--- src/rtl/mips_cpu_load_store_unit_if.sv ---
// Purpose : bundles the LSU request/response signals and its Avalon-MM master bus.
// Ports   : start/opcode/eff_addr/rt_content in; busy/done/load_data/addr_error out;
//           avm_* word-wide Avalon-MM master (address, read, write, writedata, byteenable, waitrequest, readdata).
interface mips_cpu_load_store_unit_if;
    logic        start;
    logic [5:0]  opcode;
    logic [31:0] eff_addr;
    logic [31:0] rt_content;
    logic        busy;
    logic        done;
    logic [31:0] load_data;
    logic        addr_error;
    logic [31:0] avm_address;
    logic        avm_read;
    logic        avm_write;
    logic [31:0] avm_writedata;
    logic [3:0]  avm_byteenable;
    logic        avm_waitrequest;
    logic [31:0] avm_readdata;

    // LSU side: consumes requests and read data, drives status and the bus
    modport master (
        input  start, opcode, eff_addr, rt_content, avm_waitrequest, avm_readdata,
        output busy, done, load_data, addr_error,
        output avm_address, avm_read, avm_write, avm_writedata, avm_byteenable
    );

    // Environment side: core control plus the memory slave
    modport slave (
        output start, opcode, eff_addr, rt_content, avm_waitrequest, avm_readdata,
        input  busy, done, load_data, addr_error,
        input  avm_address, avm_read, avm_write, avm_writedata, avm_byteenable
    );
endinterface

--- src/rtl/mips_cpu_load_store_unit.sv ---
// Purpose : MIPS memory stage; one Avalon-MM word access per load/store, extracts/extends load data.
// Latency : done 2 cycles after start with zero wait states (+1 per wait state); 1 cycle for a misaligned abort.
// Backpres: holds the request while avm_waitrequest=1; busy stalls the core whenever not IDLE.
// Ports   : clk, reset (sync, active-high), bus (mips_cpu_load_store_unit_if.master).
module mips_cpu_load_store_unit #(
    parameter bit ALIGN_CHECK = 1'b1
) (
    input  logic                        clk,
    input  logic                        reset,
    mips_cpu_load_store_unit_if.master  bus
);
    typedef enum logic [1:0] {S_IDLE, S_REQ, S_DONE} state_t;

    localparam logic [5:0] OP_LB  = 6'h20, OP_LH  = 6'h21, OP_LWL = 6'h22, OP_LW = 6'h23,
                           OP_LBU = 6'h24, OP_LHU = 6'h25, OP_LWR = 6'h26,
                           OP_SB  = 6'h28, OP_SH  = 6'h29, OP_SW  = 6'h2B;

    state_t      r_state;
    logic [5:0]  r_op;
    logic [1:0]  r_k;
    logic [31:0] r_rt;
    logic        r_busy, r_done, r_addr_error, r_read, r_write;
    logic [31:0] r_load_data, r_address, r_writedata;
    logic [3:0]  r_be;

    logic        w_valid_op, w_is_load, w_misaligned;
    logic [3:0]  w_be;
    logic [31:0] w_wdata;
    logic [7:0]  w_byte;
    logic [15:0] w_half;
    logic [4:0]  w_shl, w_shr;
    logic [31:0] w_extract;

    // Request decode straight off the inputs; only used in IDLE when start is sampled
    always_comb begin
        w_valid_op   = 1'b1;
        w_is_load    = 1'b1;
        w_misaligned = 1'b0;
        w_be         = 4'b1111;
        w_wdata      = bus.rt_content;
        case (bus.opcode)
            OP_LB, OP_LBU, OP_LWL, OP_LWR: begin
            end
            OP_LH, OP_LHU: w_misaligned = bus.eff_addr[0];
            OP_LW:         w_misaligned = |bus.eff_addr[1:0];
            OP_SB: begin
                w_is_load = 1'b0;
                w_be      = 4'b0001 << bus.eff_addr[1:0];
                w_wdata   = {4{bus.rt_content[7:0]}};
            end
            OP_SH: begin
                w_is_load    = 1'b0;
                w_misaligned = bus.eff_addr[0];
                w_be         = bus.eff_addr[1] ? 4'b1100 : 4'b0011;
                w_wdata      = {2{bus.rt_content[15:0]}};
            end
            OP_SW: begin
                w_is_load    = 1'b0;
                w_misaligned = |bus.eff_addr[1:0];
            end
            default: w_valid_op = 1'b0;
        endcase
    end

    // Load extraction from the raw read word using the latched byte offset
    assign w_byte = bus.avm_readdata[{r_k, 3'b000} +: 8];
    assign w_half = r_k[1] ? bus.avm_readdata[31:16] : bus.avm_readdata[15:0];
    assign w_shl  = {~r_k, 3'b000};   // 8*(3-k)
    assign w_shr  = {r_k, 3'b000};    // 8*k

    always_comb begin
        w_extract = bus.avm_readdata;
        case (r_op)
            OP_LB:  w_extract = {{24{w_byte[7]}}, w_byte};
            OP_LBU: w_extract = {24'd0, w_byte};
            OP_LH:  w_extract = {{16{w_half[15]}}, w_half};
            OP_LHU: w_extract = {16'd0, w_half};
            // Unaligned-word pair: merge the addressed bytes into rt, keeping rt's other lanes
            OP_LWL: w_extract = (bus.avm_readdata << w_shl) | (r_rt & ~(32'hFFFF_FFFF << w_shl));
            OP_LWR: w_extract = (bus.avm_readdata >> w_shr) | (r_rt & ~(32'hFFFF_FFFF >> w_shr));
            default: w_extract = bus.avm_readdata;
        endcase
    end

    always_ff @(posedge clk) begin
        if (reset) begin
            r_state      <= S_IDLE;
            r_op         <= 6'd0;
            r_k          <= 2'd0;
            r_rt         <= 32'd0;
            r_busy       <= 1'b0;
            r_done       <= 1'b0;
            r_addr_error <= 1'b0;
            r_read       <= 1'b0;
            r_write      <= 1'b0;
            r_load_data  <= 32'd0;
            r_address    <= 32'd0;
            r_writedata  <= 32'd0;
            r_be         <= 4'b0000;
        end else begin
            case (r_state)
                S_IDLE: begin
                    r_done       <= 1'b0;
                    r_addr_error <= 1'b0;
                    if (bus.start && w_valid_op) begin
                        r_op   <= bus.opcode;
                        r_k    <= bus.eff_addr[1:0];
                        r_rt   <= bus.rt_content;
                        r_busy <= 1'b1;
                        if (ALIGN_CHECK && w_misaligned) begin
                            // Abort without touching the bus
                            r_state      <= S_DONE;
                            r_done       <= 1'b1;
                            r_addr_error <= 1'b1;
                            r_load_data  <= 32'd0;
                        end else begin
                            r_state     <= S_REQ;
                            r_read      <= w_is_load;
                            r_write     <= ~w_is_load;
                            r_address   <= {bus.eff_addr[31:2], 2'b00};
                            r_be        <= w_be;
                            r_writedata <= w_wdata;
                        end
                    end
                end
                S_REQ: begin
                    if (!bus.avm_waitrequest) begin
                        r_read  <= 1'b0;
                        r_write <= 1'b0;
                        r_state <= S_DONE;
                        r_done  <= 1'b1;
                        if (r_read) begin
                            r_load_data <= w_extract;
                        end
                    end
                end
                S_DONE: begin
                    r_state      <= S_IDLE;
                    r_done       <= 1'b0;
                    r_addr_error <= 1'b0;
                    r_busy       <= 1'b0;
                end
                default: r_state <= S_IDLE;
            endcase
        end
    end

    assign bus.busy           = r_busy;
    assign bus.done           = r_done;
    assign bus.addr_error     = r_addr_error;
    assign bus.load_data      = r_load_data;
    assign bus.avm_address    = r_address;
    assign bus.avm_read       = r_read;
    assign bus.avm_write      = r_write;
    assign bus.avm_writedata  = r_writedata;
    assign bus.avm_byteenable = r_be;
endmodule
--- src/flat_wrapper.sv ---
// flat-port wrapper written by rule: the top's interface ports become plain ports
module mips_cpu_load_store_unit_flat 
#(
    parameter bit ALIGN_CHECK = 1'b1
)
  (clk, reset, bus_start, bus_opcode, bus_eff_addr, bus_rt_content, bus_avm_waitrequest, bus_avm_readdata, bus_busy, bus_done, bus_load_data, bus_addr_error, bus_avm_address, bus_avm_read, bus_avm_write, bus_avm_writedata, bus_avm_byteenable);
  mips_cpu_load_store_unit_if bus_i ();
  input  logic clk;
  input  logic reset;
  input wire logic [$bits(bus_i.start)-1:0] bus_start;
  input wire logic [$bits(bus_i.opcode)-1:0] bus_opcode;
  input wire logic [$bits(bus_i.eff_addr)-1:0] bus_eff_addr;
  input wire logic [$bits(bus_i.rt_content)-1:0] bus_rt_content;
  input wire logic [$bits(bus_i.avm_waitrequest)-1:0] bus_avm_waitrequest;
  input wire logic [$bits(bus_i.avm_readdata)-1:0] bus_avm_readdata;
  output wire logic [$bits(bus_i.busy)-1:0] bus_busy;
  output wire logic [$bits(bus_i.done)-1:0] bus_done;
  output wire logic [$bits(bus_i.load_data)-1:0] bus_load_data;
  output wire logic [$bits(bus_i.addr_error)-1:0] bus_addr_error;
  output wire logic [$bits(bus_i.avm_address)-1:0] bus_avm_address;
  output wire logic [$bits(bus_i.avm_read)-1:0] bus_avm_read;
  output wire logic [$bits(bus_i.avm_write)-1:0] bus_avm_write;
  output wire logic [$bits(bus_i.avm_writedata)-1:0] bus_avm_writedata;
  output wire logic [$bits(bus_i.avm_byteenable)-1:0] bus_avm_byteenable;
  assign bus_i.start = bus_start;
  assign bus_i.opcode = bus_opcode;
  assign bus_i.eff_addr = bus_eff_addr;
  assign bus_i.rt_content = bus_rt_content;
  assign bus_i.avm_waitrequest = bus_avm_waitrequest;
  assign bus_i.avm_readdata = bus_avm_readdata;
  assign bus_busy = bus_i.busy;
  assign bus_done = bus_i.done;
  assign bus_load_data = bus_i.load_data;
  assign bus_addr_error = bus_i.addr_error;
  assign bus_avm_address = bus_i.avm_address;
  assign bus_avm_read = bus_i.avm_read;
  assign bus_avm_write = bus_i.avm_write;
  assign bus_avm_writedata = bus_i.avm_writedata;
  assign bus_avm_byteenable = bus_i.avm_byteenable;
  mips_cpu_load_store_unit #(.ALIGN_CHECK(ALIGN_CHECK)) u_core (.clk(clk), .reset(reset), .bus(bus_i));
endmodule
--- config.mk ---
export PLATFORM = sky130hd
export DESIGN_NAME = mips_cpu_load_store_unit_flat
export DESIGN_NICKNAME = d
export VERILOG_FILES = /design/src/rtl/mips_cpu_load_store_unit_if.sv /design/src/rtl/mips_cpu_load_store_unit.sv /design/src/flat_wrapper.sv
export SDC_FILE = /design/constraint.sdc
export NUM_CORES = 1
export LEC_CHECK = 0
export CORE_MARGIN = 2
export CORE_UTILIZATION = 55
export CTS_CLUSTER_DIAMETER = 200
export CTS_CLUSTER_SIZE = 20
export DETAILED_ROUTE_END_ITERATION = 12
export DONT_BUFFER_PORTS = 1
export GPL_ROUTABILITY_DRIVEN = 1
export PLACE_DENSITY = 0.67
export SLEW_MARGIN = 20
export SYNTH_ARGS = -nofsm -noshare
export SYNTH_HDL_FRONTEND = slang
export SYNTH_SLANG_ARGS = --single-unit
--- constraint.sdc ---
create_clock -name clk -period 3 [get_ports clk]
set_input_delay 0.6 -clock clk [delete_from_list [all_inputs] [get_ports clk]]
set_output_delay 0.6 -clock clk [all_outputs]
set_load 0.02 [all_outputs]
# Word level (Yosys, flattened, before mapping)
# Index checks and enable logic that the tools add are counted.
[totals]
out_inout_bits = 105
in_bits = 106
register_bits = 145
elab_cells = 98
[classes]
shifts = 6
n_eq_ne = 23
n_mux = 31
reduce_logical = 17
bitwise_logic = 8
[op_table]
columns = ["cell", "n"]
rows = [
  ["$pmux 32 s6", 1],
  ["$mux 32", 4],
  ["$pmux 32 s2", 2],
  ["$eq 6x6->1 const B", 16],
  ["$and 32x32->32", 2],
  ["$not 32->32", 2],
  ["$or 32x32->32", 2],
  ["$shiftx 32x6->8", 1],
  ["$shl 32x5->32", 1],
  ["$shl 32x5->32 const A", 1],
  ["$shr 32x5->32", 1],
  ["$shr 32x5->32 const A", 1],
  ["$mux 16", 1],
  ["$mux 1", 11],
  ["$pmux 1 s2", 5],
  ["$reduce_or 10->1", 1],
  ["$pmux 4 s2", 1],
  ["$reduce_and 2->1", 4],
  ["$mux 2", 3],
  ["$ne 2x1->1 const B", 3],
  ["$reduce_or 3->1", 2],
  ["$reduce_and 5->1", 1],
  ["$mux 4", 1],
  ["$ne 2x2->1 const B", 2],
  ["14 further kinds", 16],
]

# Logic depth before layout (Yosys ltp)
[logic_depth]
ltp_word = 9
mapped_depth = 9
ltp_nobuf = 6

# Worst setup path before layout
# No wires, ideal clock.
[synth_timing]
path_kind = "input -> register"
start = "input bus_opcode[0]"
end = "register u_core.r_address[10] (netlist: u_core.bus.avm_address[10])"
setup_ps = 132
setup_slack_ps = 930
required_time_ps = 2868
t_arrival_ps = 1937
n_path_buf = 3
cell_stages = 9
cell_sequence = "buf_2 -> nor2b_1 -> o21ai_1 -> nand3_1 -> or2_2 -> buf_2 -> buf_2 -> nand2_1 -> a21oi_1"
[synth_via]
elab_chain_cells = 5
elab_cells_between_ends = 18
cone_classes = "eq/ne: 10; mux: 2; bitwise: 1; reduce/logical: 5"
[synth_rtl]
columns = ["item", "line", "text"]
rows = [
  ["start: declaration", "flat_wrapper.sv:11", "input wire logic [$bits(bus_i.opcode)-1:0] bus_opcode;"],
  ["$eq 6x6->1", "mips_cpu_load_store_unit.sv:41", "case (bus.opcode)"],
  ["$reduce_or 10->1 (no line), or another cell as far along", "n/a", ""],
  ["$mux 1 or $pmux 1 s2 (tied branches)", "mips_cpu_load_store_unit.sv:41", ""],
  ["$logic_and 1x1->1 or $not 1->1 (tied branches)", "n/a", ""],
  ["$reduce_and 3->1 (no line) *", "n/a", ""],
  ["end signal: assignment", "mips_cpu_load_store_unit.sv:120", "r_address <= {bus.eff_addr[31:2], 2'b00};"],
  ["end: declaration", "mips_cpu_load_store_unit.sv:23", "logic [31:0] r_load_data, r_address, r_writedata;"],
]
# Mark *: on every way between the ends. The rest lies on a longest branch, timed or not.
# A chain may end at the register's enable or synchronous reset.

# Worst setup path after layout
[layout_timing]
start = "register u_core.r_k[1]"
end = "register u_core.r_load_data[6] (netlist: u_core.bus.load_data[6])"
[layout_via]
elab_chain_cells = 9
elab_cells_between_ends = 17
cone_classes = "shift: 5; mux: 5; bitwise: 7"
[layout_rtl]
columns = ["item", "line", "text"]
rows = [
  ["start: declaration", "mips_cpu_load_store_unit.sv:20", "logic [1:0] r_k;"],
  ["start signal: assignment", "mips_cpu_load_store_unit.sv:107", "r_k <= bus.eff_addr[1:0];"],
  ["$not 2->2", "mips_cpu_load_store_unit.sv:68", "assign w_shl = {~r_k, 3'b000};"],
  ["$shl 32x5->32", "mips_cpu_load_store_unit.sv:79", "OP_LWL: w_extract = (bus.avm_readdata << w_shl) | (r_rt & ~(32'hFFFF_FFFF << w_shl));"],
  ["$not 32->32", "mips_cpu_load_store_unit.sv:79", ""],
  ["$and 32x32->32", "mips_cpu_load_store_unit.sv:79", ""],
  ["$or 32x32->32", "mips_cpu_load_store_unit.sv:79", ""],
  ["$pmux 32 s6 *", "mips_cpu_load_store_unit.sv:73", "case (r_op)"],
  ["$mux 32 *", "mips_cpu_load_store_unit.sv:132", "if (r_read) begin"],
  ["$mux 32 *", "mips_cpu_load_store_unit.sv:127", "if (!bus.avm_waitrequest) begin"],
  ["$pmux 32 s2 *", "mips_cpu_load_store_unit.sv:101", "case (r_state)"],
  ["end signal: assignment", "mips_cpu_load_store_unit.sv:133", "r_load_data <= w_extract;"],
  ["end: declaration", "mips_cpu_load_store_unit.sv:23", ""],
]
# Mark *: on every way between the ends. The rest lies on a longest branch, timed or not. The select of a mux whose other input is x is not followed.

==> reports/metrics.yaml <==
run_status:
  status: "finished clean"
final_layout:
  layout-drive-gt1-share_pct: 9.08
  multi_input_area_um2: 4040
  fillerInstances: 1123
  stdcell_count: 991
  stdcell_area_um2: 7930
  antenna_cells_inserted: 0
  seq_area_um2: 2910
  syn_to_final_growth_pct: 8.95
  nNetsFinal: 911
power_and_ir_drop:
  seq_power_share_pct: 44.3
  clkPwrFrac_pct: 46.9
  internal_power_w: 0.00351
  ir_worst_vdd_v: 0.000347
  power_w: 0.00466
  sw_frac_of_total_pct: 24.8
  switching_power_w: 0.00116
  powerDensity_nw_per_um2: 588
  leakagePower_nw: 2.89
  share_comb_of_total_power_pct: 8.8
critical_path:
  crit_path_end_kind: "flop"
  required_ns: 3.28
  rrSetupSlack_ns: 0.58
  critPathTopFamily: "compound AO/OA/AOI/OAI gates"
  cp_common_cell: "o2bb2ai_1"
  r2r-start: "u_core.r_k[1]"
  crit_arrival_ns: 2.70
  slowest_stage: "dfxtp_4"
  path_buf_inv: 1
  slowest_delay_ns: 0.63
  r2r_end: "u_core.bus.load_data[6]"
  cp-start-kind: "flop"
  cp_max_fo: 60
  path_class: "reg -> reg"
  path_cells: "buf_4 > a21oi_2 > o2bb2ai_1 > a221oi_1 > o2bb2ai_1"
  r2r_cells: 5
timing:
  fin_crit_sh_pct: 80.7
  finalHoldViolations: 0
  min_period_ns: 2.42
  worst_slew_pin_slew_ns: 0.877
  setup_viol: 0
  clock_skew_ns: 0.00639
  max_freq_mhz: 413
  rsz0062_at_grt: "false"
  tns_ns: 0
  relSlewSlack_pct: 41.2
  finalMaxSlewViolations: 0
  setup_slack_ns: 0.579
worst_hold_path:
  min_from: "reset"
  hp-class: "in -> reg"
  worstHoldEndpoint: "u_core.r_k[1]"
  whs_path_depth: 1
synth:
  yosysUniqueCellTypes: 53
  avgSynthCellArea_um2: 8.65
  synth_cells: 842
  ys_seq_elements: 145
  ys_async_sr_fraction_pct: 0
  synth-seq-area-share_pct: 39.9
  syn_area_um2: 7280
  synth_edf_count: 0
  ys_warn_count: 0
  synth_top_flop_cell: "dfxtp_1"
grt:
  antenna_found_initial: 0
  grt_max_degree: 117
  track_usage_pct: 29.9
  overflow: 0
  grt_first_pass_wirelength_um: 32900
  grt_pass1_vias: 5921
detailed_routing:
  drt_iter0_drc: 559
  routed_wl_um: 21500
  post_drt_wl_per_cell_um: 21.7
  ant_nets: 0
  dr.pass1.iters: 5
  route.detailed.drc: 0
  vias: 6316
  drt-vias-per-instance: 6.37
floorplanning:
  rows: 42
  fp.dieW_um: 119
  core-area_um2: 13100
  start_util_pct: 55.6
  dieArea_um2: 14200
  top_level_ports: 211
  die_h_um: 119
clocking:
  post_cts_buffers: 0
  cts_root_buf: "clkbuf_16"
  cts_buffers: 17
  clk_pin_slew_worst_paths_ns: 0.06
  clock_path_buffers: 2
  cts_tree: "done"
  cts_hold_buf: 0
  htreeDepth: 4
  clk-insertion-delay-late_ns: 0.42
  cts_resized: 0
  clkSinkCount: 145
placement:
  port_buffers: 0
  dpl_cell_area_um2: 7320
  post-place-ws_ns: 0.566
  hpwl_um: 15200
  gp_congestion: 0.848
  dpl.cell_count: 959
flow_run:
  cap_violations: 0
## synth_stat cells, types with 3 or more instances
master | instances | share of area [%]
nand3_1 | 6 | 0.41
a32o_1 | 16 | 2.2
a211oi_1 | 6 | 0.62
o211ai_1 | 17 | 1.8
nand2_1 | 132 | 6.8
buf_2 | 26 | 1.8
buf_4 | 3 | 0.31
clkbuf_1 | 38 | 2.0
mux2_2 | 15 | 2.3
nor2_2 | 3 | 0.26
o21a_1 | 7 | 0.72
o22ai_1 | 10 | 0.86
nor3_1 | 4 | 0.27
o21ai_0 | 23 | 1.6
a21oi_1 | 74 | 5.1
nand2b_1 | 17 | 1.5
nor2b_1 | 5 | 0.43
o221ai_1 | 15 | 1.8
nor2_1 | 81 | 4.2
inv_1 | 7 | 0.36
mux2i_1 | 104 | 14
o32ai_1 | 10 | 1.2
o2bb2ai_1 | 23 | 2.8
ha_1 | 3 | 0.52
a311oi_1 | 11 | 1.3
a221oi_1 | 9 | 1.1
dfxtp_1 | 145 | 40
## per-layer routing
metal	vias up	track usage (%)	wire, um
met5	-	0	0
met4	0	12.7	620
met3	33	10.7	2200
met2	303	47.2	9880
met1	2999	36.9	8770
li1	2981	-	-
## state kept, by name, summed over array words and instances, names as in the netlist
name,cells
u_core.bus.done,1
u_core.bus.avm_writedata,32
u_core.bus.addr_error,1
u_core.bus.avm_byteenable,4
u_core.r_k,2
u_core.bus.avm_read,1
u_core.bus.load_data,32
u_core.r_rt,32
u_core.bus.busy,1
u_core.bus.avm_address,30
u_core.r_state,2
u_core.r_op,6
u_core.bus.avm_write,1
## area by class of cell
cell class / count / share of cell area (%)
multi-input cells: 619 / 50.9
repair buffers: 12 / 1.61
flip-flops and latches: 145 / 36.7
clock inverters: 12 / 1.96
well taps: 176 / 2.78
inverters: 7 / 0.331
clock buffers: 20 / 5.76
## power by group through the flow
stage                     Clock (W)  Combinational (W)  Sequential [W]
after global placement            0           0.000391         0.00211
after floorplan                   0           0.000362         0.00209
after CTS                   0.00221           0.000408         0.00207
after detailed placement          0           0.000405         0.00211
final                       0.00219           0.000410         0.00207
after global routing        0.00231           0.000451         0.00207
## worst max-delay path by stage
| stage | startpoint | end | cells past startpoint |
|---|---|---|---|
| after CTS | u_core.r_k[1] | u_core.bus.load_data[22] | 6 |
| after global placement | u_core.r_k[1] | u_core.bus.load_data[17] | 6 |
| final | u_core.r_k[1] | u_core.bus.load_data[6] | 5 |
| after detailed placement | bus_opcode[1] | u_core.bus.avm_address[25] | 8 |
| after global routing | u_core.r_k[1] | u_core.bus.load_data[1] | 5 |
| after floorplan | bus_opcode[0] | u_core.bus.avm_address[10] | 9 |
## worst reg2reg max path, stage by stage (launching register included)
cell and delay, ns:
dfxtp_4 0.63, buf_4 0.62, a21oi_2 0.29, o2bb2ai_1 0.19
a221oi_1 0.46, o2bb2ai_1 0.11
## cells in the final DEF, fill, tap and decap left out, drive strengths merged, types with 11 or more instances in the layout
cell type,Yosys,final
dfxtp,145,145
nand2,134,134
mux2i,104,104
nor2,85,85
a21oi,75,75
o21ai,25,25
o2bb2ai,23,23
clkbuf,39,20
o211ai,17,17
nand2b,17,17
a32o,16,16
mux2,15,15
o221ai,15,15
buf,33,12
a311oi,11,11
## logic make-up (layout without fill, tap and decap cells)
logic type | after synthesis | after routing | synth area share (%)
muxes | 120 | 120 | 16.9
DFF | 145 | 145 | 39.9
AOI/OAI and AO/OA | 232 | 232 | 22.2
other | 1 | 2 | 0.0515
and+or+nand+nor | 262 | 262 | 15.5
adders and majority gates | 3 | 3 | 0.516
buffers and inverters | 79 | 51 | 4.90
## through the flow
stage / hold slack, ns / util [%]
after CTS: 0.234 / 60.6
final: 0.253 / 60.6
after detailed placement: 0.467 / 55.9
after floorplan: 0.455 / -
after global routing: 0.226 / 60.6
after global placement: 0.463 / 55.9
(Power assumes the default switching activity.)
